**config.mk**
```make
export PLATFORM = sky130hd
export DESIGN_NAME = deck_shoe_flat
export DESIGN_NICKNAME = d
export VERILOG_FILES = /design/src/rtl/deck_pkg.sv /design/src/rtl/deck_shoe_if.sv /design/src/rtl/lfsr16.sv /design/src/rtl/deck_shoe.sv /design/src/flat_wrapper.sv
export SDC_FILE = /design/constraint.sdc
export NUM_CORES = 1
export LEC_CHECK = 0
export BUFFER_PORTS_ARGS = -buffer_cell sky130_fd_sc_hd__buf_2
export CORE_ASPECT_RATIO = 1.25
export CORE_MARGIN = 1
export CORE_UTILIZATION = 30
export DETAILED_ROUTE_END_ITERATION = 10
export PLACE_DENSITY = 0.53
export SLEW_MARGIN = 20
export SYNTH_ARGS = -nofsm -noshare
export SYNTH_HDL_FRONTEND = slang
export SYNTH_SLANG_ARGS = --single-unit
```
**constraint.sdc**
```tcl
create_clock -name clk -period 10.46 [get_ports clk]
set_input_delay 0.523 -clock clk [delete_from_list [all_inputs] [get_ports clk]]
set_output_delay 0.523 -clock clk [all_outputs]
set_load 0.05 [all_outputs]
```
**src/rtl/deck_pkg.sv**
```systemverilog
// Shared card-shoe types and constants: card encoding, controller states, LFSR taps.
// Pure declarations; no logic, so no latency or backpressure of its own.
package deck_pkg;

    localparam int VAL_W_DEFAULT = 4;
    localparam int CARD_ACE      = 1;
    localparam int CARD_FACE     = 10;
    localparam int RANKS         = 13;

    // Galois right-shift taps for x^16 + x^14 + x^13 + x^11 + 1
    localparam logic [15:0] LFSR_POLY = 16'hB400;

    typedef enum logic [1:0] {
        INIT,
        IDLE,
        SHUF
    } shoe_state_t;

    function automatic int card_init_val(input int k);
        int r;
        r = (k % RANKS) + CARD_ACE;
        return (r > CARD_FACE) ? CARD_FACE : r;
    endfunction

endpackage

```
**src/rtl/deck_shoe_if.sv**
```systemverilog
// Shoe bus between the game controller (master) and the shoe (slave).
// Single-cycle request pulses, one-cycle valid strobe; no backpressure on the strobe.
interface deck_shoe_if #(
    parameter int NUM_DECKS = 1,
    parameter int VAL_W     = 4
);
    localparam int DEPTH = 52 * NUM_DECKS;
    localparam int AW    = $clog2(DEPTH);
    localparam int CW    = $clog2(DEPTH + 1);

    logic             shuffle_req;
    logic             draw_req;
    logic             draw_valid;
    logic [VAL_W-1:0] draw_card;
    logic [CW-1:0]    cards_left;
    logic             empty;
    logic             busy;
    logic             wr_en;
    logic [AW-1:0]    wr_addr;
    logic [VAL_W-1:0] wr_data;
    logic [AW-1:0]    rd_addr;
    logic [VAL_W-1:0] rd_data;

    modport master (
        output shuffle_req, draw_req, wr_en, wr_addr, wr_data, rd_addr,
        input  draw_valid, draw_card, cards_left, empty, busy, rd_data
    );

    modport slave (
        input  shuffle_req, draw_req, wr_en, wr_addr, wr_data, rd_addr,
        output draw_valid, draw_card, cards_left, empty, busy, rd_data
    );

endinterface

```
**src/rtl/lfsr16.sv**
```systemverilog
// 16-bit Galois LFSR, free-running when en is high; state is the registered value.
// One-cycle update latency; no handshake.
module lfsr16
    import deck_pkg::*;
#(
    parameter logic [15:0] SEED = 16'hACE1
) (
    input  logic        clk,
    input  logic        rst,
    input  logic        en,
    output logic [15:0] state
);

    logic [15:0] state_q;
    logic [15:0] state_d;

    always_comb begin
        state_d = state_q;
        if (en) begin
            state_d = {1'b0, state_q[15:1]} ^ (state_q[0] ? LFSR_POLY : 16'h0000);
        end
    end

    always_ff @(posedge clk or negedge rst) begin
        if (!rst) begin
            state_q <= SEED;
        end else begin
            state_q <= state_d;
        end
    end

    assign state = state_q;

endmodule

```
**src/rtl/deck_shoe.sv**
```systemverilog
// Card shoe: self-filling ordered shoe, in-place Fisher-Yates shuffle, one card per draw.
// Draw strobe one cycle after draw_req; requests are dropped (not queued) while busy or empty.
module deck_shoe
    import deck_pkg::*;
#(
    parameter int          NUM_DECKS = 1,
    parameter int          VAL_W     = VAL_W_DEFAULT,
    parameter logic [15:0] LFSR_SEED = 16'hACE1
) (
    input  logic       clk,
    input  logic       rst,
    deck_shoe_if.slave bus
);

    localparam int DEPTH = 52 * NUM_DECKS;
    localparam int AW    = $clog2(DEPTH);
    localparam int CW    = $clog2(DEPTH + 1);

    logic [VAL_W-1:0] mem_q [DEPTH];

    shoe_state_t      state_q,      state_d;
    logic [AW-1:0]    idx_q,        idx_d;
    logic [CW-1:0]    deal_ptr_q,   deal_ptr_d;
    logic             draw_valid_q, draw_valid_d;
    logic [VAL_W-1:0] draw_card_q,  draw_card_d;
    logic [VAL_W-1:0] rd_data_q,    rd_data_d;
    logic             busy_q,       busy_d;

    logic             fill_we;
    logic             swap_we;
    logic             dbg_we;
    logic [15:0]      lfsr_state;
    logic [AW-1:0]    j;
    logic [VAL_W-1:0] mem_i;
    logic [VAL_W-1:0] mem_j;
    logic             empty_w;
    logic             unused_lfsr;

    lfsr16 #(.SEED(LFSR_SEED)) u_lfsr (
        .clk   (clk),
        .rst   (rst),
        .en    (1'b1),
        .state (lfsr_state)
    );

    assign j           = lfsr_state[AW-1:0];
    assign unused_lfsr = ^lfsr_state[15:AW];
    assign mem_i       = mem_q[idx_q];
    assign mem_j       = mem_q[j];
    assign empty_w     = (deal_ptr_q == CW'(DEPTH));

    // idx_q is the fill address in INIT and the Fisher-Yates index i in SHUF
    always_comb begin
        state_d      = state_q;
        idx_d        = idx_q;
        deal_ptr_d   = deal_ptr_q;
        draw_valid_d = 1'b0;
        draw_card_d  = draw_card_q;
        rd_data_d    = mem_q[bus.rd_addr];
        fill_we      = 1'b0;
        swap_we      = 1'b0;
        dbg_we       = 1'b0;

        case (state_q)
            INIT: begin
                fill_we = 1'b1;
                if (idx_q == AW'(DEPTH - 1)) begin
                    state_d    = IDLE;
                    idx_d      = '0;
                    deal_ptr_d = '0;
                end else begin
                    idx_d = idx_q + 1'b1;
                end
            end
            IDLE: begin
                dbg_we = bus.wr_en;
                if (bus.shuffle_req) begin
                    state_d = SHUF;
                    idx_d   = AW'(DEPTH - 1);
                end else if (bus.draw_req && !empty_w) begin
                    draw_card_d  = mem_q[deal_ptr_q[AW-1:0]];
                    draw_valid_d = 1'b1;
                    deal_ptr_d   = deal_ptr_q + 1'b1;
                end
            end
            SHUF: begin
                // Out-of-range j is rejected and retried with the next LFSR value
                if (j <= idx_q) begin
                    swap_we = 1'b1;
                    if (idx_q == AW'(1)) begin
                        state_d    = IDLE;
                        idx_d      = '0;
                        deal_ptr_d = '0;
                    end else begin
                        idx_d = idx_q - 1'b1;
                    end
                end
            end
            default: begin
                state_d = INIT;
                idx_d   = '0;
            end
        endcase

        busy_d = (state_d != IDLE);
    end

    always_ff @(posedge clk or negedge rst) begin
        if (!rst) begin
            state_q      <= INIT;
            idx_q        <= '0;
            deal_ptr_q   <= '0;
            draw_valid_q <= 1'b0;
            draw_card_q  <= '0;
            rd_data_q    <= '0;
            busy_q       <= 1'b1;
        end else begin
            state_q      <= state_d;
            idx_q        <= idx_d;
            deal_ptr_q   <= deal_ptr_d;
            draw_valid_q <= draw_valid_d;
            draw_card_q  <= draw_card_d;
            rd_data_q    <= rd_data_d;
            busy_q       <= busy_d;
        end
    end

    // Fill, swap and debug writes are mutually exclusive by state
    always_ff @(posedge clk) begin
        if (fill_we) begin
            mem_q[idx_q] <= VAL_W'(card_init_val(int'(idx_q)));
        end
        if (swap_we) begin
            mem_q[idx_q] <= mem_j;
            mem_q[j]     <= mem_i;
        end
        if (dbg_we) begin
            mem_q[bus.wr_addr] <= bus.wr_data;
        end
    end

    assign bus.draw_valid = draw_valid_q;
    assign bus.draw_card  = draw_card_q;
    assign bus.cards_left = CW'(DEPTH) - deal_ptr_q;
    assign bus.empty      = empty_w;
    assign bus.busy       = busy_q;
    assign bus.rd_data    = rd_data_q;

endmodule

```
**src/flat_wrapper.sv**
```systemverilog
// flat-port wrapper written by rule: the top's interface ports become plain ports
module deck_shoe_flat import deck_pkg::*;
#(
    parameter int          NUM_DECKS = 1,
    parameter int          VAL_W     = VAL_W_DEFAULT,
    parameter logic [15:0] LFSR_SEED = 16'hACE1
)
  (clk, rst, bus_shuffle_req, bus_draw_req, bus_wr_en, bus_wr_addr, bus_wr_data, bus_rd_addr, bus_draw_valid, bus_draw_card, bus_cards_left, bus_empty, bus_busy, bus_rd_data);
  deck_shoe_if #(.NUM_DECKS(NUM_DECKS), .VAL_W(VAL_W)) bus_i ();
  input  logic clk;
  input  logic rst;
  input wire logic [$bits(bus_i.shuffle_req)-1:0] bus_shuffle_req;
  input wire logic [$bits(bus_i.draw_req)-1:0] bus_draw_req;
  input wire logic [$bits(bus_i.wr_en)-1:0] bus_wr_en;
  input wire logic [$bits(bus_i.wr_addr)-1:0] bus_wr_addr;
  input wire logic [$bits(bus_i.wr_data)-1:0] bus_wr_data;
  input wire logic [$bits(bus_i.rd_addr)-1:0] bus_rd_addr;
  output wire logic [$bits(bus_i.draw_valid)-1:0] bus_draw_valid;
  output wire logic [$bits(bus_i.draw_card)-1:0] bus_draw_card;
  output wire logic [$bits(bus_i.cards_left)-1:0] bus_cards_left;
  output wire logic [$bits(bus_i.empty)-1:0] bus_empty;
  output wire logic [$bits(bus_i.busy)-1:0] bus_busy;
  output wire logic [$bits(bus_i.rd_data)-1:0] bus_rd_data;
  assign bus_i.shuffle_req = bus_shuffle_req;
  assign bus_i.draw_req = bus_draw_req;
  assign bus_i.wr_en = bus_wr_en;
  assign bus_i.wr_addr = bus_wr_addr;
  assign bus_i.wr_data = bus_wr_data;
  assign bus_i.rd_addr = bus_rd_addr;
  assign bus_draw_valid = bus_i.draw_valid;
  assign bus_draw_card = bus_i.draw_card;
  assign bus_cards_left = bus_i.cards_left;
  assign bus_empty = bus_i.empty;
  assign bus_busy = bus_i.busy;
  assign bus_rd_data = bus_i.rd_data;
  deck_shoe #(.NUM_DECKS(NUM_DECKS), .VAL_W(VAL_W), .LFSR_SEED(LFSR_SEED)) u_core (.clk(clk), .rst(rst), .bus(bus_i));
endmodule
```
==> flow_summary.ini <==
[yosys]
synthMuxAreaShare = 0.3365
yosysSeqAreaShare = 0.3692
yosys_warnings = 0
ys_types = 84
synth_compound_area_frac = 0.1519
avgSynthCellArea_um2 = 12.23
synth_adder_area_share = 0.01133
ys_ff_latch = 248
yosys-top-cells-area = edfxtp_1, mux4_2, mux2i_1, mux2i_4, nand2_1
netlist_area_um2 = 19660
synth_edf_count = 208
synth_top_cell_by_area = edfxtp_1
ys.flop_type = edfxtp_1
yosysTopAreaCellShare = 0.3177
synth_fp_nets = 1645
synthArstFlopShare = 0.1613
syn_inst = 1607
yosys.area_share.simple = 0.08332
synth_top_family_by_area = multiplexers
synthXorXnorAreaFrac = 0.005347

[clock_network]
tritoncts = yes
cts_setup_buffers = 0
cts_buffers = 27
path_clk_slew_ps = 80
cts_root_buf = clkbuf_16
worstSkewPairLatency_ps = 600
ctsResizeCount = 0
clockBufferDepth = 3
ctsHoldBuffers = 0
cts.sinks = 248
htreeDepth = 1

[floorplanning]
ios = 38
core_um2 = 64540
die_y_um = 288.2
die_area_um2 = 66560
die_w_um = 231.0
initial_core_util = 0.3046
rows = 104

[routing]
vias_per_cell = 6.707
dr.pass1.iters = 7
vias = 16240
wl_per_cell_um = 32.99
postRouteWirelength_mm = 79.87
drcViolationCount = 0
first_iter_violations = 2635
ant_nets = 0

[sta]
finalSetupTns_ps = 0
max_slew_margin = 0.1946
skew_ps = 33.78
report.final.slew_viol_count = 0
setup_viol = 0
worst_pin_slew_ps = 1208
period_needed_ps = 7229
setup_ws_ps = 3231
hold_viol = 0
fin_crit_sh = 0.6911
max_freq_mhz = 138.3
rsz0062_at_grt = false

[global_routing]
grt_pass1_wl_mm = 114.7
grt_pass1_vias = 15330
antenna_found_initial = 3
grt.total_usage = 0.2376
grt_max_degree = 58
grt.overflow.total = 0

[critical_path]
worstSetupStartpointType = flop
critPathMaxStageDelay_ps = 880
crit_fanout = 34
worstPathArrival_ps = 7530
crit_type = flop to flop
endpoint_kind = flop
crit_chain = inv_2 -> nor2_1 -> ha_1 -> nand2b_1 -> o22a_1 -> a21oi_2 -> mux2_4 -> o211a_1 -> xnor2_1 -> ha_1 -> inv_1 -> o21a_1 -> mux2i_1 -> o211ai_1 -> a22o_1 -> mux2i_4 -> nor4b_4 -> or4_4 -> buf_4 -> mux2i_1
cp_num_buf_inv = 3
slowest_stage = dfrtp_1
cp_top_family = compound AO/OA/AOI/OAI gates
cp.required_ps = 10760

[power_and_ir_drop]
vdd_ir_drop_max_mv = 0.1030
power_density_nw_per_um2 = 101.8
leakagePower_nw = 7.324

[placed_design]
numPortBuffers = 37
dp_cells = 2369
place_ws_ps = 3396
hpwl_mm = 53.07
place_congestion = 0.9544

[layout]
area_delta_synth_final_pct = 8.993
final_util = 0.3320
instances_no_fill = 2421
finalNetCount = 1588
drive_gt1_frac = 0.2915

[min_path]
hold_class = input port to async pin

[flow_run]
drv_cap = 0

[outcome]
outcome = finished clean
==> routing by layer <==
metal	global-route usage	share of wire	routed length [um]
met5	0	0.00028	22
met4	0.1659	0.082	6554
met3	0.05115	0.11	8695
met2	0.3839	0.47	37240
met1	0.2826	0.34	27360
==> area by class of cell <==
class | instances | area, um2
antenna | 2 | 5.005
inverter | 21 | 78.83
sequential | 248 | 7271
clock inverter | 16 | 167.7
fill | 6412 | 43120
tap | 848 | 1061
timing repair buffer | 77 | 488.0
multi-input combinational | 1175 | 11650
clock buffer | 34 | 701.9
==> cell usage in the layout, fill, tap and decap left out, types with 9 or more instances in the layout <==
master     instances
nand2_1          220
edfxtp_1         208
mux4_2           191
mux2i_1          110
o21ai_0           83
o22ai_1           63
nor2_1            58
o221a_2           47
a21oi_1           44
mux2i_4           44
buf_4             41
buf_2             36
a22oi_1           34
clkbuf_16         27
dfrtp_1           25
o31ai_1           20
o221ai_1          18
mux2_2            17
ha_1              17
nand3_1           16
o31a_1            15
inv_1             14
nor3_1            12
a221oi_1          12
dfstp_2            9
==> report_power, final <==
| part | internal [W] | switching, W | total [W] | leakage (nW) |
|---|---|---|---|---|
| sequential | 0.00106 | 0.00000502 | 0.00106 | 2.40 |
| clock | 0.000551 | 0.000446 | 0.000997 | 0.419 |
| combinational | 0.0000532 | 0.0000663 | 0.000119 | 4.51 |
==> worst paths after layout <==
path	from	to	slack (ps)	depth (start not counted)
worst max-delay path	u_core.idx_q[4]	u_core.mem_q[1][1]	3230	20
worst min-delay path	rst	u_core.bus.rd_data[2]	70	1
worst max register to register	u_core.idx_q[4]	u_core.mem_q[1][1]	3230	20
worst min register to register	u_core.u_lfsr.state[9]	u_core.u_lfsr.state[8]	350	0
max in group asynchronous	rst	u_core.deal_ptr_q[0]	9680	1
min in group clk	bus_shuffle_req	u_core.state_q[1]	190	3
==> logic make-up (layout without fill, tap and decap cells) <==
group,count (synthesis),after routing
mux,364,364
simple gates,372,372
fa+ha+maj,18,18
other cells,0,2
compound gates,409,409
xor+xnor,12,12
buf+inv,184,148
flops,248,248
==> registers in the layout (all words and copies together), names as in the netlist <==
| register | cells |
|---|---|
| u_core.idx_q | 6 |
| u_core.u_lfsr.state | 16 |
| u_core.bus.draw_card | 4 |
| u_core.bus.draw_valid | 1 |
| u_core.state_q | 2 |
| u_core.bus.rd_data | 4 |
| u_core.bus.busy | 1 |
| u_core.deal_ptr_q | 6 |
| u_core.mem_q | 208 |
==> synthesized netlist by cell type, types with 31 or more instances <==
library cell,count
a22oi_1,34
nor2_1,58
o221a_2,47
dfrtp_1,31
edfxtp_1,208
mux2i_4,44
o22ai_1,63
o21ai_0,83
mux2i_1,110
nand2_1,221
clkbuf_1,107
mux4_2,191
a21oi_1,44
==> stage by stage <==
stage	total power [W]	hold slack, ps	instance area [um2]
after CTS	0.002181	111.7	21420
after floorplan	0.001163	227.4	19660
after global routing	0.002223	172.6	21420
after global placement	0.001204	338.1	20550
after detailed placement	0.001204	340.0	20550
final	0.002181	72.90	21430
(Power assumes the default switching activity.)
